==> config.mk <==
export PLATFORM = sky130hd
export DESIGN_NAME = mcycle_ctrl
export DESIGN_NICKNAME = d
export VERILOG_FILES = /design/src/rtl/mcycle_ctrl_pkg.sv /design/src/rtl/mcycle_ctrl_dec.sv /design/src/rtl/mcycle_ctrl.sv
export SDC_FILE = /design/constraint.sdc
export NUM_CORES = 1
export LEC_CHECK = 0
export BUFFER_PORTS_ARGS = -buffer_cell sky130_fd_sc_hd__buf_2
export CAP_MARGIN = 20
export CORE_AREA = 2 2 54 56
export CTS_CLUSTER_SIZE = 16
export DETAILED_ROUTE_END_ITERATION = 16
export DIE_AREA = 0 0 56 58
export PLACE_DENSITY_LB_ADDON = 0.08
export SLEW_MARGIN = 20
export SYNTH_ARGS = -nofsm -noshare
export SYNTH_HDL_FRONTEND = slang
export SYNTH_SLANG_ARGS = --single-unit
==> constraint.sdc <==
create_clock -name clk -period 1.9 [get_ports clk]
set_input_delay 0.285 -clock clk [delete_from_list [all_inputs] [get_ports clk]]
set_output_delay 0.285 -clock clk [all_outputs]
set_load 0.1 [all_outputs]
==> src/rtl/mcycle_ctrl_pkg.sv <==
// Shared encodings for the multicycle controller: opcodes, ALU ops, mux selects, state enum.
// Latency: n/a (constants and types only).
// Backpressure: n/a.
package mcycle_ctrl_pkg;

    // Opcodes (low 6 bits of the instruction opcode field)
    localparam logic [5:0] OP_ADD  = 6'b000000;
    localparam logic [5:0] OP_SUB  = 6'b000001;
    localparam logic [5:0] OP_AND  = 6'b000010;
    localparam logic [5:0] OP_OR   = 6'b000011;
    localparam logic [5:0] OP_XOR  = 6'b000100;
    localparam logic [5:0] OP_SLT  = 6'b000101;
    localparam logic [5:0] OP_SLTU = 6'b000110;
    localparam logic [5:0] OP_SLLI = 6'b001000;
    localparam logic [5:0] OP_SRLI = 6'b001001;
    localparam logic [5:0] OP_SRAI = 6'b001010;
    localparam logic [5:0] OP_ADDI = 6'b010000;
    localparam logic [5:0] OP_ANDI = 6'b010010;
    localparam logic [5:0] OP_ORI  = 6'b010011;
    localparam logic [5:0] OP_XORI = 6'b010100;
    localparam logic [5:0] OP_SLTI = 6'b010101;
    localparam logic [5:0] OP_LUI  = 6'b010111;
    localparam logic [5:0] OP_BEQ  = 6'b011000;
    localparam logic [5:0] OP_BNE  = 6'b011001;
    localparam logic [5:0] OP_BLT  = 6'b011010;
    localparam logic [5:0] OP_JAL  = 6'b011100;
    localparam logic [5:0] OP_JALR = 6'b011101;
    localparam logic [5:0] OP_LB   = 6'b100000;
    localparam logic [5:0] OP_LH   = 6'b100001;
    localparam logic [5:0] OP_LW   = 6'b100010;
    localparam logic [5:0] OP_LBU  = 6'b100100;
    localparam logic [5:0] OP_LHU  = 6'b100101;
    localparam logic [5:0] OP_SB   = 6'b101000;
    localparam logic [5:0] OP_SH   = 6'b101001;
    localparam logic [5:0] OP_SW   = 6'b101010;

    // ALU control encodings (5-bit core, zero-extended to ALUCW)
    localparam logic [4:0] ALU_AND  = 5'd0;
    localparam logic [4:0] ALU_OR   = 5'd1;
    localparam logic [4:0] ALU_ADD  = 5'd2;
    localparam logic [4:0] ALU_XOR  = 5'd3;
    localparam logic [4:0] ALU_SLL  = 5'd4;
    localparam logic [4:0] ALU_SRL  = 5'd5;
    localparam logic [4:0] ALU_SUB  = 5'd6;
    localparam logic [4:0] ALU_SLT  = 5'd7;
    localparam logic [4:0] ALU_SRA  = 5'd8;
    localparam logic [4:0] ALU_SLTU = 5'd9;
    localparam logic [4:0] ALU_LUI  = 5'd10;

    // PC source select
    localparam logic [1:0] PCSRC_ALU    = 2'b00;
    localparam logic [1:0] PCSRC_ALUOUT = 2'b01;
    localparam logic [1:0] PCSRC_TRAP   = 2'b10;

    // Register write-back source select
    localparam logic [1:0] M2R_ALU = 2'b00;
    localparam logic [1:0] M2R_MEM = 2'b01;
    localparam logic [1:0] M2R_PC  = 2'b10;

    // Register write strobe / size codes
    localparam logic [2:0] RW_NONE = 3'b000;
    localparam logic [2:0] RW_LBU  = 3'b001;
    localparam logic [2:0] RW_LB   = 3'b010;
    localparam logic [2:0] RW_LHU  = 3'b011;
    localparam logic [2:0] RW_LH   = 3'b100;
    localparam logic [2:0] RW_W    = 3'b101;

    // Memory write strobe / size codes
    localparam logic [1:0] MW_NONE = 2'b00;
    localparam logic [1:0] MW_B    = 2'b01;
    localparam logic [1:0] MW_H    = 2'b10;
    localparam logic [1:0] MW_W    = 2'b11;

    typedef enum logic [2:0] {
        CLS_RTYPE, CLS_SHIFT, CLS_IMM, CLS_BRANCH,
        CLS_JAL, CLS_JALR, CLS_LOAD, CLS_STORE
    } opclass_t;

    typedef enum logic [3:0] {
        S_FETCH, S_DECODE, S_MEMADR, S_MEMRD, S_MEMWB, S_MEMWR, S_REXEC, S_ALUWB,
        S_SLTWB, S_SHEXEC, S_BRANCH, S_IEXEC, S_LINK, S_JALRJ, S_JALJ, S_TRAP
    } state_t;

endpackage

==> src/rtl/mcycle_ctrl_dec.sv <==
// Opcode-to-class decoder: class, legality, ALU op and load/store size codes.
// Latency: purely combinational.
// Backpressure: none.
module mcycle_ctrl_dec
    import mcycle_ctrl_pkg::*;
#(
    parameter int OPW = 6
) (
    input  logic [OPW-1:0] opcode,
    output opclass_t       cls,
    output logic           legal,
    output logic [4:0]     alucontrol,
    output logic           is_slt,
    output logic [2:0]     rwsize,
    output logic [1:0]     mwsize
);

    logic [5:0] op;
    logic       known;
    logic       upper_zero;

    assign op         = opcode[5:0];
    // Any set bit above the 6 decoded bits makes the opcode illegal.
    assign upper_zero = ((opcode >> 6) == '0);
    assign legal      = known & upper_zero;

    always_comb begin
        cls        = CLS_RTYPE;
        known      = 1'b1;
        alucontrol = ALU_ADD;
        is_slt     = 1'b0;
        rwsize     = RW_W;
        mwsize     = MW_W;
        case (op)
            OP_ADD:  alucontrol = ALU_ADD;
            OP_SUB:  alucontrol = ALU_SUB;
            OP_AND:  alucontrol = ALU_AND;
            OP_OR:   alucontrol = ALU_OR;
            OP_XOR:  alucontrol = ALU_XOR;
            OP_SLT:  begin alucontrol = ALU_SLT;  is_slt = 1'b1; end
            OP_SLTU: begin alucontrol = ALU_SLTU; is_slt = 1'b1; end
            OP_SLLI: begin cls = CLS_SHIFT; alucontrol = ALU_SLL; end
            OP_SRLI: begin cls = CLS_SHIFT; alucontrol = ALU_SRL; end
            OP_SRAI: begin cls = CLS_SHIFT; alucontrol = ALU_SRA; end
            OP_ADDI: begin cls = CLS_IMM; alucontrol = ALU_ADD; end
            OP_ANDI: begin cls = CLS_IMM; alucontrol = ALU_AND; end
            OP_ORI:  begin cls = CLS_IMM; alucontrol = ALU_OR;  end
            OP_XORI: begin cls = CLS_IMM; alucontrol = ALU_XOR; end
            OP_SLTI: begin cls = CLS_IMM; alucontrol = ALU_SLT; end
            OP_LUI:  begin cls = CLS_IMM; alucontrol = ALU_LUI; end
            OP_BEQ:  begin cls = CLS_BRANCH; alucontrol = ALU_SUB; end
            OP_BNE:  begin cls = CLS_BRANCH; alucontrol = ALU_SUB; end
            OP_BLT:  begin cls = CLS_BRANCH; alucontrol = ALU_SLT; end
            OP_JAL:  cls = CLS_JAL;
            OP_JALR: cls = CLS_JALR;
            OP_LB:   begin cls = CLS_LOAD; rwsize = RW_LB;  end
            OP_LH:   begin cls = CLS_LOAD; rwsize = RW_LH;  end
            OP_LW:   begin cls = CLS_LOAD; rwsize = RW_W;   end
            OP_LBU:  begin cls = CLS_LOAD; rwsize = RW_LBU; end
            OP_LHU:  begin cls = CLS_LOAD; rwsize = RW_LHU; end
            OP_SB:   begin cls = CLS_STORE; mwsize = MW_B; end
            OP_SH:   begin cls = CLS_STORE; mwsize = MW_H; end
            OP_SW:   begin cls = CLS_STORE; mwsize = MW_W; end
            default: known = 1'b0;
        endcase
    end

endmodule

==> src/rtl/mcycle_ctrl.sv <==
// Multicycle CPU control FSM (Moore, with mem_ready-qualified fetch strobes); macro MCYCLE_CTRL_TRAP_EN enables the trap vector.
// Latency: one state per cycle; FETCH/MEMRD/MEMWR stall until mem_ready.
// Backpressure: mem_req held with the same outputs until mem_ready; reset low forces all outputs 0.
// Ports: clk, reset (sync active-low), opcode/flag/mem_ready in; datapath selects, write strobes, mem_req, trap out.
module mcycle_ctrl
    import mcycle_ctrl_pkg::*;
#(
    parameter int OPW   = 6,
    parameter int ALUCW = 5
) (
    input  logic             clk,
    input  logic             reset,
    input  logic [OPW-1:0]   opcode,
    input  logic             flag,
    input  logic             mem_ready,
    output logic             pcen,
    output logic             iord,
    output logic             regdst,
    output logic [1:0]       memtoreg,
    output logic [1:0]       alusrca,
    output logic [1:0]       alusrcb,
    output logic [ALUCW-1:0] alucontrol,
    output logic [1:0]       pcsrc,
    output logic [1:0]       memwrite,
    output logic             irwrite,
    output logic [2:0]       regwrite,
    output logic             mem_req,
    output logic             trap
);

    state_t     state;
    opclass_t   cls;
    logic       legal;
    logic [4:0] dec_alu;
    logic       is_slt;
    logic [2:0] rwsize;
    logic [1:0] mwsize;
    logic       pcwrite;
    logic       branch;
    logic [4:0] alu5;

    mcycle_ctrl_dec #(.OPW(OPW)) u_dec (
        .opcode     (opcode),
        .cls        (cls),
        .legal      (legal),
        .alucontrol (dec_alu),
        .is_slt     (is_slt),
        .rwsize     (rwsize),
        .mwsize     (mwsize)
    );

    always_ff @(posedge clk) begin
        if (!reset) begin
            state <= S_FETCH;
        end else begin
            case (state)
                S_FETCH:  if (mem_ready) state <= S_DECODE;
                S_DECODE: begin
                    if (!legal) state <= S_TRAP;
                    else begin
                        case (cls)
                            CLS_RTYPE:  state <= S_REXEC;
                            CLS_SHIFT:  state <= S_SHEXEC;
                            CLS_IMM:    state <= S_IEXEC;
                            CLS_BRANCH: state <= S_BRANCH;
                            CLS_JAL,
                            CLS_JALR:   state <= S_LINK;
                            default:    state <= S_MEMADR;
                        endcase
                    end
                end
                S_MEMADR: state <= (cls == CLS_STORE) ? S_MEMWR : S_MEMRD;
                S_MEMRD:  if (mem_ready) state <= S_MEMWB;
                S_MEMWR:  if (mem_ready) state <= S_FETCH;
                S_REXEC:  state <= is_slt ? S_SLTWB : S_ALUWB;
                S_SHEXEC,
                S_IEXEC:  state <= S_ALUWB;
                S_LINK:   state <= (cls == CLS_JALR) ? S_JALRJ : S_JALJ;
                default:  state <= S_FETCH;
            endcase
        end
    end

    always_comb begin
        pcwrite  = 1'b0;
        branch   = 1'b0;
        iord     = 1'b0;
        regdst   = 1'b0;
        memtoreg = M2R_ALU;
        alusrca  = 2'b00;
        alusrcb  = 2'b00;
        alu5     = 5'd0;
        pcsrc    = PCSRC_ALU;
        memwrite = MW_NONE;
        irwrite  = 1'b0;
        regwrite = RW_NONE;
        mem_req  = 1'b0;
        trap     = 1'b0;
        // Outputs stay quiet while reset is asserted so a reset landing mid-store
        // never emits a write strobe.
        if (reset) begin
            case (state)
                S_FETCH: begin
                    mem_req = 1'b1;
                    alusrcb = 2'b01;
                    alu5    = ALU_ADD;
                    irwrite = mem_ready;
                    pcwrite = mem_ready;
                end
                S_DECODE: begin alusrcb = 2'b10; alu5 = ALU_ADD; end
                S_MEMADR: begin alusrca = 2'b10; alusrcb = 2'b10; alu5 = ALU_ADD; end
                S_MEMRD:  begin mem_req = 1'b1; iord = 1'b1; end
                S_MEMWB:  begin memtoreg = M2R_MEM; regwrite = rwsize; end
                S_MEMWR:  begin mem_req = 1'b1; iord = 1'b1; memwrite = mwsize; end
                S_REXEC:  begin alusrca = 2'b10; alu5 = dec_alu; end
                S_SHEXEC,
                S_IEXEC:  begin alusrca = 2'b10; alusrcb = 2'b10; alu5 = dec_alu; end
                S_ALUWB:  regwrite = RW_W;
                S_SLTWB:  begin regdst = 1'b1; regwrite = RW_W; end
                S_BRANCH: begin alusrca = 2'b10; alu5 = dec_alu; branch = 1'b1; pcsrc = PCSRC_ALUOUT; end
                S_LINK:   begin memtoreg = M2R_PC; regwrite = RW_W; end
                S_JALRJ:  begin alusrca = 2'b10; alusrcb = 2'b10; alu5 = ALU_ADD; pcwrite = 1'b1; end
                S_JALJ:   begin alusrcb = 2'b11; alu5 = ALU_ADD; pcwrite = 1'b1; end
                S_TRAP: begin
`ifdef MCYCLE_CTRL_TRAP_EN
                    trap    = 1'b1;
                    pcsrc   = PCSRC_TRAP;
                    pcwrite = 1'b1;
`else
                    // Illegal opcode retires as a NOP.
                    trap    = 1'b0;
`endif
                end
                default: ;
            endcase
        end
    end

    assign pcen       = pcwrite | (branch & flag);
    assign alucontrol = ALUCW'(alu5);

endmodule

Word-level counts from Yosys, hierarchy flattened
Cells that the tools add are included.
Cells by class
  equal/unequal tests: 51
  multiplexer cells: 41
  bitwise logic cells: 2
  reduce and logical (&&, ||, !) cells: 26
Operators by type and width (count)
  == test 6 x 5 -> 1 bit (second input constant): 11
  == test 6 bit (second input constant): 8
  case mux 4 bit (10 select lines): 1
  case mux 4 bit (8 select lines): 1
  OR reduction 29 bit: 1
  == test 4 bit (second input constant): 7
  case mux 3 bit (7 select lines): 1
  OR reduction 3 bit: 7
  2-to-1 mux 4 bit: 5
  case mux 4 bit (5 select lines): 1
  == test 6 x 3 -> 1 bit (second input constant): 3
  == test 6 x 4 -> 1 bit (second input constant): 3
  == test 4 x 3 -> 1 bit (second input constant): 4
  OR reduction 2 bit: 8
  2-to-1 mux 1 bit: 15
  OR reduction 5 bit: 3
  2-to-1 mux 2 bit: 7
  == test 6 x 2 -> 1 bit (second input constant): 2
  case mux 3 bit (4 select lines): 1
  OR reduction 6 bit: 2
  case mux 5 bit (2 select lines): 1
  == test 3 bit (second input constant): 3
  == test 4 x 2 -> 1 bit (second input constant): 2
  case mux 2 bit (2 select lines): 2
  17 further kinds: 21
Word-level totals
  flip-flop bits (word level): 4
  input port bits: 10
  output and inout port bits: 24
  logic and storage cells: 121

Longest topological paths before layout
Gate-level depths: netlist of run 1.
  depth in word-level cells: 8
  depth in mapped cells: 7
  mapped depth without buffers: 5

Modules after synthesis
Synthesis of run 1 repeated with hierarchy kept, for this count alone.
Second synthesis, totals
  cell total of the unflattened synthesis: 193
  area, all modules: 1236.2 um2
By module, submodules not included
  mcycle_ctrl: times used 1, cells each 124, area an instance 828.3 um2, seq. area each 80.1 um2
  mcycle_ctrl_dec: times used 1, cells each 69, area an instance 407.9 um2, seq. area each 0.0 um2

Worst setup path before layout of run 1
OpenSTA, ideal clock, no wires.
  path kind: input to output
  from: input port opcode[2]
  to: output port alucontrol[1]
  arrival: 4.073 ns
  data required time: 1.615 ns
  setup slack: -2.458 ns
  cell stages on the path: 6
  cell sequence: buf_2 -> buf_2 -> nor2_1 -> o21ai_0 -> a221oi_1 -> nor4b_1
On the way
  longest elaborated chain between the ends: 5
  elaborated cells between the ends (all ways): 25
RTL lines
  from (decl): RTL line mcycle_ctrl.sv:13  | input logic [OPW-1:0] opcode,
  == test 6 x 3 -> 1 bit (tied with other cells): RTL line mcycle_ctrl_dec.sv:34  | case (op)
  OR reduction 3 bit (no line) / OR reduction 2 bit (equally long branches)
  case mux 4 bit (10 select lines) (*): RTL line mcycle_ctrl_dec.sv:34
  case mux 5 bit (2 select lines) (*): RTL line mcycle_ctrl.sv:102  | case (state)
  2-to-1 mux 5 bit (*): RTL line mcycle_ctrl.sv:101  | if (reset) begin
  to (decl): RTL line mcycle_ctrl.sv:22  | output logic [ALUCW-1:0] alucontrol,
Every way passes the cells marked *; elsewhere a longest branch is shown, timed or not.

Final worst setup path of run 1
  from: register state[2]
  to: output port alucontrol[3]
On the way
  longest elaborated chain between the ends: 4
  elaborated cells between the ends (all ways): 13
RTL lines
  from (decl): RTL line mcycle_ctrl.sv:31  | state_t state;
  from (signal assigned): RTL line mcycle_ctrl.sv:72  | S_MEMADR: state <= (cls == CLS_STORE) ? S_MEMWR : S_MEMRD;
  from (signal assigned): RTL line mcycle_ctrl.sv:75  | S_REXEC: state <= is_slt ? S_SLTWB : S_ALUWB;
  from (signal assigned): RTL line mcycle_ctrl.sv:78  | S_LINK: state <= (cls == CLS_JALR) ? S_JALRJ : S_JALJ;
  == test 4 bit (tied with other cells): RTL line mcycle_ctrl.sv:102
  OR reduction 5 bit (no line) / OR reduction 4 bit (equally long branches)
  case mux 5 bit (2 select lines) (*): RTL line mcycle_ctrl.sv:102
  2-to-1 mux 5 bit (*): RTL line mcycle_ctrl.sv:101
Marked as above.

==> impl_results.md, run 1 <==
* Max-cap check violation count at 0
* Worst Path Required at 1.62 ns
* Slew Limit Fails at 0
* Max IR drop VDD at 1.29 mV
* Rows at 19
* Total wire length at 3930 um
* Top layer in use: met4
* Worst EP arrival at around 1.6 ns
* Biggest regs: state x4
* CP Max Fanout at 7
* CP Buf/Inv Count at 3
* Final Wtd Congestion at 0.932
* Synth cell types at 50
* Max Fclk at 0.523 GHz
* Vias per inst at 5.95
* Mapped Avg Cell Area at between 6 and 7 um^2
* Buffers added on ports at 29
* Power Density at about 1100 nW/um^2
* Vias in the first global route at about 1,400
* Synth Instances at ~190
* Most common cell in the netlist: nand2_1
* Worst skew pair latency at about 0.24 ns
* Total gr overflow at 0
* RR Startpoint: state[2]
* DR DRC count at 0
* Starting DRT DRC Count at 91
* Status: finished, violations left
* RSZ-0062 raised after global routing: true
* Setup CP Type: reg2out
* Initial Util at a little over two fifths
* Max reg flops at 4
* DR WL met3 at ~250 um
* Setup Viol. Count Final at 3
* Clk buf depth at 2
* Cts bufs inserted at 3
* Number of synthesized flops with an enable pin at 0
* Hold Crit Depth at 2
* R2R setup slack at 0.07 ns
* Post-synth top area share at 7.09%
* Initial antenna violation count at 0
* Drt wl/cell at 15.2 um
* Die W at around 56 um
* H-tree levels at 1
* Cell taking the most area after synthesis: dfxtp_1
* CP cell instances: buf_4 > nor2b_4 > nand2_4 > a211oi_2 > buf_4 > and3_4 > buf_12
* Fin nets at 239
* Share of post-route cells with drive strength above 1 at around 45%
* Final Cycle Share at 101%
* Hpwl dp at ~3100 um
* Crit. End Element: output pin
* Full die area at 3250 um^2
* Fin Clk Skew at 0.00713 ns
* First-pass GRT wire length at 6770 um
* FFs w/ async S/R, synth at 0%
* Final core utilization at 75.8%
* Final instance area at a little over 2000 um^2
* P&R area growth vs syn at 78.7%
* Final Hold Viols at 0
* Post-route setup slack at -0.0133 ns
* Die Y at 58 um
* HP Class: in2reg
* Worst rel slew slack at 61.0%
* Netlist Area Pre-Place at 1130 um^2
* Seq/Total Area, Yosys at 7.09%
* CTS tree: done
* Slowest Stage Delay on Critical Path at 0.36 ns
* Tmin final at 1.91 ns
* Reg with most FFs: state
* DR vias at 1,535
* N_diodes at 0
* R2r endpoint: state[0]
* Pin slew with the least headroom to its limit at around 0.58 ns
* Startpoint types: flop
* Failing checks: negative setup slack
* DRT met1 WL at about 1800 um
* I/O pin count at 34
* Leak at roughly 0.83 nW
* Clock-pin slew on the worst setup and hold paths at 0.04 ns
* DP Area at 1890 um^2
* Drt first pass iters at 4
* Yosys reg bits at 4
* Largest net degree at the start of global routing at 17
* Tot GR Track Use at about a quarter
* Post-synth top cells: 19 x nand2_1, 18 x nor2_1, 15 x o21ai_0
* Fillers at 210
* Source of the worst hold timing path: mem_ready
* Synth Flop Type: dfxtp_1
* Slowest CP cell: dfxtp_4
* Clk sinks at 4
* Synth area leaders: dfxtp_1 7.1%, o21ai_0 6.6%, nand2_1 6.3%
* Worst Reg2Reg Path Length in Cells at 7
* Clock root buffer: clkbuf_4
* Top cell by count, worst path: buf_4
* Yosys warns at 0
* Area of the core at 2660 um^2
* Worst Hold End: state[2]
* Family with the most delay on the worst path: buffers and inverters
* Antenna-violating nets left at 0
* Met2 Routed Length at approximately 1900 um
kinds of logic after synthesis:
group	synth area share (%)
simple gates	44.0
compound gates	32.6
buf+inv	13.6
flops	7.09
xor+xnor	1.55
fa+ha+maj	0.886
other cells	0.332
metal layers:
metal | GRT usage, % | vias up
li1 | - | 752
met1 | 37.6 | 711
met3 | 3.13 | 6
met4 | 3.40 | 0
met2 | 40.5 | 66
met5 | 0 | -
how the worst max path moves through the flow:
stage	start	endpoint	slack [ns]	cells past startpoint
6_report	state[2]	alucontrol[3]	-0.01	7
5_1_grt	state[2]	alucontrol[3]	-0.09	7
4_1_cts	state[2]	alucontrol[3]	-0.03	7
3_5_place_dp	state[2]	alucontrol[3]	0.03	7
3_3_place_gp	opcode[4]	alucontrol[3]	0.06	8
2_1_floorplan	opcode[1]	regwrite[1]	-0.32	3
power by group:
part	leakage, nW	internal (W)	switching [W]
Sequential	0.0350	0.000126	0.0000827
Combinational	0.785	0.000750	0.00118
Clock	0.0138	0.0000711	0.0000408
area by class of cell:
type | count | area [um^2] | share of cell area (%)
Timing Repair Buffer | 60 | 689 | 34.1
Inverter | 6 | 22.5 | 1.12
Tap cell | 31 | 38.8 | 1.92
Clock buffer | 3 | 22.5 | 1.12
Multi-Input combinational cell | 154 | 1160 | 57.2
Sequential cell | 4 | 90.1 | 4.46
timing repair:
action                                  in CTS  in global routing
cloned                                       0                  0
gates resized for setup                     13                 11
endpoints found under the setup margin       7                  9
hold buffers                                 0                  0
pin swaps                                    3                  3
setup buffers                                1                  2
cells in the final DEF (no fill, tap or decap), types with 3 or more instances in the layout:
cell type,netlist,layout
a211o_1,3,3
a21oi_1,14,12
and3_4,0,3
buf_12,0,20
buf_2,9,6
buf_4,6,31
clkbuf_4,0,5
conb_1,1,4
inv_1,6,6
nand2_1,19,16
nand2b_1,9,6
nand2b_4,1,4
nand3_1,3,3
nor2_1,18,14
nor2b_1,8,6
nor3_1,8,5
nor3_4,0,3
o21a_1,4,3
o21ai_0,15,11
o21ai_2,0,4
metrics by stage:
| step | setup WS [ns] | total power (W) | hold WS (ns) | instances | setup TNS (ns) |
|---|---|---|---|---|---|
| 3_3_place_gp | 0.0620 | 0.00200 | 0.571 | 252 | 0 |
| 5_1_grt | -0.0932 | 0.00237 | 0.349 | 258 | -0.495 |
| 4_1_cts | -0.0256 | 0.00219 | 0.330 | 256 | -0.0471 |
| 3_5_place_dp | 0.0319 | 0.00203 | 0.587 | 252 | 0 |
| 6_report | -0.0133 | 0.00225 | 0.326 | 258 | -0.0240 |
| 2_1_floorplan | -0.324 | 0.00154 | 0.397 | 188 | -1.01 |
worst reg2reg max path, delay by kind of cell (launching register included):
| kind | cells | cell delay, ns |
|---|---|---|
| compound gates | 3 | 0.58 |
| simple gates | 2 | 0.49 |
| buf+inv | 2 | 0.30 |
| flops | 1 | 0.36 |
(Power assumes the default switching activity.)
==> inputs of run 2 (changes only) <==
ABC_AREA = 1   (was default)
CORE_AREA = 2 2 50 52   (was 2 2 54 56)
DIE_AREA = 0 0 52 54   (was 0 0 56 58)
==> run 2 against run 1 <==
Against the previous run:
- the flow still finishes with violations (negative setup slack)
- core utilization increased by 3.9 points
- first-iteration DRC count decreased by 59%
- flip-flop and latch count unchanged
- global-route usage up 5.6 points
- synthesized cell count increased by 2.2%
- wire length is 14% higher
- highest routed layer unchanged
==> impl_results.md, run 2 <==
* Final Wtd Congestion at 0.930 (-0.23%)
* CP Max Fanout at 4 (-3)
* Yosys warns at 0 (unchanged)
* Full die area at 2810 um^2 (-14%)
* Max reg flops at 4 (unchanged)
* Vias per inst at 5.62 (-5.6%)
* Status: finished, violations left
* Initial antenna violation count at 0 (unchanged)
* H-tree levels at 1 (unchanged)
* Commonest cells after routing, fill and taps aside: 37 x nand2_1, 20 x buf_12, 19 x buf_4, 18 x inv_1, 17 x nor2_1
* Net Sw Frac at 63.0% (+5.1 points)
* Antenna-violating nets left at 0 (unchanged)
* Clock root buffer: clkbuf_4
* Biggest regs: state x4
* Setup Viol. Count Final at 2 (-1)
* Pint at 0.000905 W (-4.4%)
* Area of the core at 2320 um^2 (-13%)
* CTS tree: done
* N_diodes at 0 (unchanged)
* Max-cap check violation count at 0 (unchanged)
* Buffers added on ports at 29 (unchanged)
* Worst Path Required at 1.62 ns (about the same)
* Total wire length at 4470 um (+14%)
* RSZ-0062 raised after global routing: true
* Crit. End Element: output pin
* HP Class: in2reg
* Clock group share of total power at 4.9% (about the same)
* Final instance area at 1850 um^2 (-8.4%)
* Final Hold Viols at 0 (unchanged)
* Post-synth top area share at 15.2% (+8.1 points)
* Startpoint types: flop
* Synth cell types at 36 (-28%)
* Total gr overflow at 0 (unchanged)
* DR DRC count at 0 (unchanged)
* Cell taking the most area after synthesis: nand2_1
* Fin Clk Skew at 0.0190 ns (+0.0119 ns)
* Drt wl/cell at 16.9 um (+11%)
* Vias in the first global route at 1,431 (+2.4%)
* Synth area leaders: nand2_1 15%, nor2_1 14%, inv_1 11%
* Starting DRT DRC Count at 37 (-59%)
* Most common cell after layout, fill and taps aside: nand2_1
* Die Y at 54 um (-6.9%)
* Worst EP arrival at 1.63 ns (about the same)
* Clock-pin slew on the worst setup and hold paths at 0.05 ns (about the same)
* Synth Flop Type: dfxtp_1
* Leak at 0.849 nW (+1.8%)
* Worst Hold Slack at 0.457 ns (+0.132 ns)
* DP Area at 1660 um^2 (-12%)
* Worst skew pair latency at 0.26 ns (+0.02 ns)
* Failing checks: negative setup slack
* DR vias at 1,489 (-3.0%)
* Seq pwr share at 7.8% (-1.5 points)
* Cts bufs inserted at 3 (unchanged)
* NetSw at 0.00154 W (+18%)
* Reg with most FFs: state
* Final Cycle Share at 101% (+0.18 points)
* Tot GR Track Use at 31.0% (+5.6 points)
* Clk sinks at 4 (unchanged)
* Share of post-route cells with drive strength above 1 at 50.6% (+5.7 points)
* Most common cell in the netlist: nand2_1
* Number of synthesized flops with an enable pin at 0 (unchanged)
* Netlist Area Pre-Place at 966 um^2 (-15%)
* Combinational share of power at 87.2% (+1.4 points)
* Drt first pass iters at 4 (unchanged)
* Seq/Total Area, Yosys at 8.29% (+1.2 points)
* Post-synth top cells: 39 x nand2_1, 36 x nor2_1, 29 x inv_1
* Clk buf depth at 2 (unchanged)
* Tmin final at 1.92 ns (+0.00342 ns)
* Fin nets at 247 (+3.3%)
* Synth Instances at 189 (+2.2%)
* Power Density at 1320 nW/um^2 (+19%)
* Yosys reg bits at 4 (unchanged)
* Die W at 52 um (-7.1%)
* Hpwl dp at 3270 um (+6.2%)
* I/O pin count at 34 (unchanged)
* First-pass GRT wire length at 6510 um (-3.8%)
* Max IR drop VDD at 1.04 mV (-19%)
* Mapped Avg Cell Area at 5.11 um^2 (-16%)
* Fillers at 145 (-31%)
* FFs w/ async S/R, synth at 0% (unchanged)
* Slew Limit Fails at 0 (unchanged)
* Post-route setup slack at -0.0168 ns (-0.00342 ns)
* P&R area growth vs syn at 91.5%
* Initial Util at 41.6% (-0.79 points)
* Largest net degree at the start of global routing at 11 (-6)
* Rows at 18 (-1)
* Setup CP Type: reg2out
* Max Fclk at 0.522 GHz (-0.18%)
==> run 2: changes by cell type after synthesis, sizes merged, moves of 7 or more <==
cell	previous run	this run
nand2	19	41
clkbuf	8	1
inv	6	34
nand3	3	16
nor2	18	40
buf	16	7
nand2b	10	0
o21ai	15	4
nor2b	8	0
==> run 2: layout make-up <==
cell class	instances	area, um^2	share of cell area (%)
repair buffers	48	588	31.8
flip-flops and latches	4	90.1	4.87
inverters	35	131	7.10
clock buffers	3	22.5	1.22
multi-input cells	145	980	53.0
well taps	30	37.5	2.03
==> run 2: kinds of logic (layout without fill, tap and decap cells) <==
group	count (synthesis)	count (layout)	share of synthesized area (%)
other	1	4	0.388
AOI/OAI and AO/OA	27	27	18.0
xor gates and xnor gates	1	1	0.907
buffers and inverters	43	86	19.8
and+or+nand+nor	113	113	52.6
DFF	4	4	8.29
==> run 2: timing repair <==
item | in CTS | in global routing
hold buffers | 0 | 0
gates resized for setup | 24 | 24
setup buffers | 4 | 2
setup endpoints to repair | 10 | 12
pin swaps | 5 | 6
endpoints found under the hold margin | 0 | 0
==> run 2: worst max-delay path, stage by stage, from the launching register on <==
cell	delay, ns
dfxtp_4	0.36
buf_4	0.14
nor2_4	0.09
inv_2	0.07
nor2_2	0.15
nor2_2	0.10
a41oi_4	0.25
buf_12	0.20
==> run 2: metrics by stage <==
stage                     setup WS [ns]  std cells  TNS, ns  utilization (%)  power, W
after floorplan                  -0.490        192    -3.78                -   0.00143
after global placement            0.113        257        0             71.5   0.00197
after detailed placement         0.0988        257        0             71.5   0.00202
after CTS                       0.00294        264        0             76.1   0.00225
after global routing            -0.0592        265   -0.216             79.7   0.00253
final                           -0.0168        265  -0.0208             79.7   0.00245
==> run 2: routing by layer <==
layer  wire length, um  global-route usage (%)  vias up
li1                  -                       -      702
met1              1700                    32.6      697
met2              2470                    61.2       75
met3               186                    4.44       15
met4               122                    12.3        0
met5                 0                       0        -
==> run 2: power groups by stage <==
stage / registers, W / logic, W / clock network [W]
floorplan: 0.000145 / 0.00128 / 0
global placement: 0.000153 / 0.00182 / 0
detailed placement: 0.000157 / 0.00186 / 0
CTS: 0.000167 / 0.00197 / 0.000106
global route: 0.000194 / 0.00221 / 0.000117
finish: 0.000192 / 0.00214 / 0.000120
==> run 2: worst paths after layout <==
check                           cells past startpoint      start       endpoint  slack, ns
worst max-delay path                                7   state[1]  alucontrol[1]      -0.02
worst max register to register                     11   state[1]       state[0]       0.29
worst min-delay path                                4  mem_ready       state[2]       0.46
worst min register to register                      7   state[2]       state[0]       0.80
==> inputs of run 3 (changes only) <==
BUFFER_PORTS_ARGS = default   (was -buffer_cell sky130_fd_sc_hd__buf_2)
DONT_BUFFER_PORTS = 1   (was default)
==> run 3 against run 2 <==
Against the previous run:
- the flow now finishes without violations
- flip-flop and latch count unchanged
- core utilization decreased by 2.7 points
- first-iteration DRC count is 84% higher
- global-route usage down 3.3 points
- critical path type unchanged
- largest cell class unchanged
- largest power group unchanged
- highest routed layer unchanged
==> impl_results.md, run 3 (same netlist as run 2, synthesis figures left out) <==
* Clock-pin slew on the worst setup and hold paths at 0.03 ns (-0.02 ns)
* Final instance area at 1790 um^2 (-3.4%)
* Cts bufs inserted at 3 (unchanged)
* Hpwl dp at 2930 um (-10%)
* CP cell instances: inv_2 > nor2_4 > nand2_2 > inv_2 > a21oi_2 > inv_1 > o2111ai_2 > a41oi_4 > buf_12
* Area of the core at 2320 um^2 (unchanged)
* Largest net degree at the start of global routing at 9 (-2)
* Clock root buffer: clkbuf_4
* Setup Viol. Count Final at 0 (-2)
* Net Sw Frac at 63.6% (+0.60 points)
* Worst Reg2Reg Path Length in Cells at 10 (-1)
* CTS tree: done
* R2R setup slack at 0.31 ns (+0.02 ns)
* Rows at 18 (unchanged)
* Top cell by count, worst path: inv_2
* Fin Clk Skew at 0.00289 ns (-0.0161 ns)
* Worst skew pair latency at 0.23 ns (-0.03 ns)
* Clk sinks at 4 (unchanged)
* N_diodes at 0 (unchanged)
* Placed cells at 242 (-5.8%)
* Share of post-route cells with drive strength above 1 at 48.6% (-2.0 points)
* Leak at 0.794 nW (-6.5%)
* P&R area growth vs syn at 85.0%
* Seq pwr share at 8.5% (+0.7 points)
* First-pass GRT wire length at 5920 um (-9.1%)
* Power Density at 1310 nW/um^2 (-0.76%)
* DR DRC count at 0 (unchanged)
* Reg with most FFs: state
* Setup CP Type: reg2out
* Clk buf depth at 2 (unchanged)
* Total wire length at 3820 um (-15%)
* Final Cycle Share at 99.4% (-1.5 points)
* Final Hold Viols at 0 (unchanged)
* Total gr overflow at 0 (unchanged)
* HP Class: in2reg
* Final Wtd Congestion at 0.936 (+0.69%)
* Worst rel slew slack at 63.1%
* Vias per inst at 5.57 (-0.91%)
* Combinational share of power at 87.1% (about the same)
* Slew Limit Fails at 0 (unchanged)
* Pint at 0.000854 W (-5.7%)
* I/O pin count at 34 (unchanged)
* R2r endpoint: state[0]
* Vias in the first global route at 1,321 (-7.7%)
* NetSw at 0.00149 W (-3.2%)
* Buffers added on ports at 0 (-100%)
* Starting DRT DRC Count at 68 (+84%)
* Tmin final at 1.89 ns (-0.0291 ns)
* Die Y at 54 um (unchanged)
* Hold Crit Depth at 3 (-1)
* Die W at 52 um (unchanged)
* Slowest CP cell: dfxtp_4
* Worst Path Required at 1.62 ns (about the same)
* Commonest cells after routing, fill and taps aside: 37 x nand2_1, 18 x inv_1, 18 x buf_12, 16 x inv_2, 16 x nor2_1
* DR vias at 1,392 (-6.5%)
* Crit. End Element: output pin
* Source of the worst hold timing path: mem_ready
* H-tree levels at 1 (unchanged)
* DP Area at 1610 um^2 (-3.2%)
* Slowest Stage Delay on Critical Path at 0.38 ns (+0.02 ns)
* Biggest regs: state x4
* Initial Util at 41.6% (unchanged)
* RR Startpoint: state[3]
* Max reg flops at 4 (unchanged)
* Drt wl/cell at 15.3 um (-9.6%)
* CP Max Fanout at 4 (unchanged)
* Tot GR Track Use at 27.7% (-3.3 points)
* Initial antenna violation count at 0 (unchanged)
* Final non-filler cell total at 250 (-5.7%)
* Startpoint types: flop
* Hold_buf cts at 0 (unchanged)
* Total power at 0.00235 W (-4.1%)
* Status: finished, final reports clean
* Max IR drop VDD at 1.56 mV (+50%)
* Max-cap check violation count at 0 (unchanged)
* Most common cell after layout, fill and taps aside: nand2_1
* Clock group share of total power at 4.4% (-0.5 points)
* Antenna-violating nets left at 0 (unchanged)
* Drt first pass iters at 4 (unchanged)
* Worst EP arrival at 1.60 ns (-0.03 ns)
* Worst Hold End: state[1]
* Fin nets at 232 (-6.1%)
* Pin slew with the least headroom to its limit at 0.554 ns
* Max Fclk at 0.530 GHz (+1.5%)
* Full die area at 2810 um^2 (unchanged)
run 3: critical path, delay by kind of cell, from the launching register on:
kind	cells	cell delay, ns
compound gates	3	0.36
buf+inv	4	0.40
flops	1	0.38
simple gates	2	0.21
run 3: how the worst max path moves through the flow:
stage,startpoint,end,slack (ns)
global route,state[2],alucontrol[1],-0.04
detailed placement,state[1],alucontrol[1],0.07
CTS,state[0],alucontrol[1],0.006
finish,state[2],alucontrol[1],0.01
floorplan,state[2],regwrite[0],-0.49
global placement,state[1],alucontrol[1],0.19
run 3: area by class of cell:
class                      instances  area (um^2)
sequential                         4         95.1
inverter                          35          131
fill                             166          533
tap                               30         37.5
multi-input combinational        145         1010
timing repair buffer              33          490
clock buffer                       3         22.5
run 3: what timing repair did:
item                                    4_1_cts  5_1_grt
resized for setup                            20       29
gates cloned                                  0        0
endpoints found under the setup margin       11       14
buffers inserted                              1        4
pin swaps                                     3        8
run 3: metal layers:
metal  part of all wire [%]  GRT usage (%)  vias up  routed length [um]
met5                      0              0        -                   0
met4                    1.5           8.77        0                  59
met3                    3.9           1.67        7                 150
met2                     55           53.8       58                2110
met1                     39           32.1      660                1500
li1                       -              -      667                   -
run 3: power groups by stage:
stage	registers (W)	clock network, W	logic (W)
after CTS	0.000165	0.000107	0.00191
after floorplan	0.000145	0	0.00128
after global placement	0.000149	0	0.00180
final	0.000199	0.000104	0.00204
after global routing	0.000205	0.000108	0.00212
after detailed placement	0.000153	0	0.00183
run 3: metrics by stage:
step	utilization, %	TNS, ns	hold slack (ns)	worst slack, ns
floorplan	-	-3.78	0.545	-0.490
global placement	69.3	0	0.599	0.188
detailed placement	69.3	0	0.586	0.0669
CTS	72.4	0	0.340	0.00595
global route	77.0	-0.180	0.402	-0.0411
finish	77.0	0	0.362	0.0123
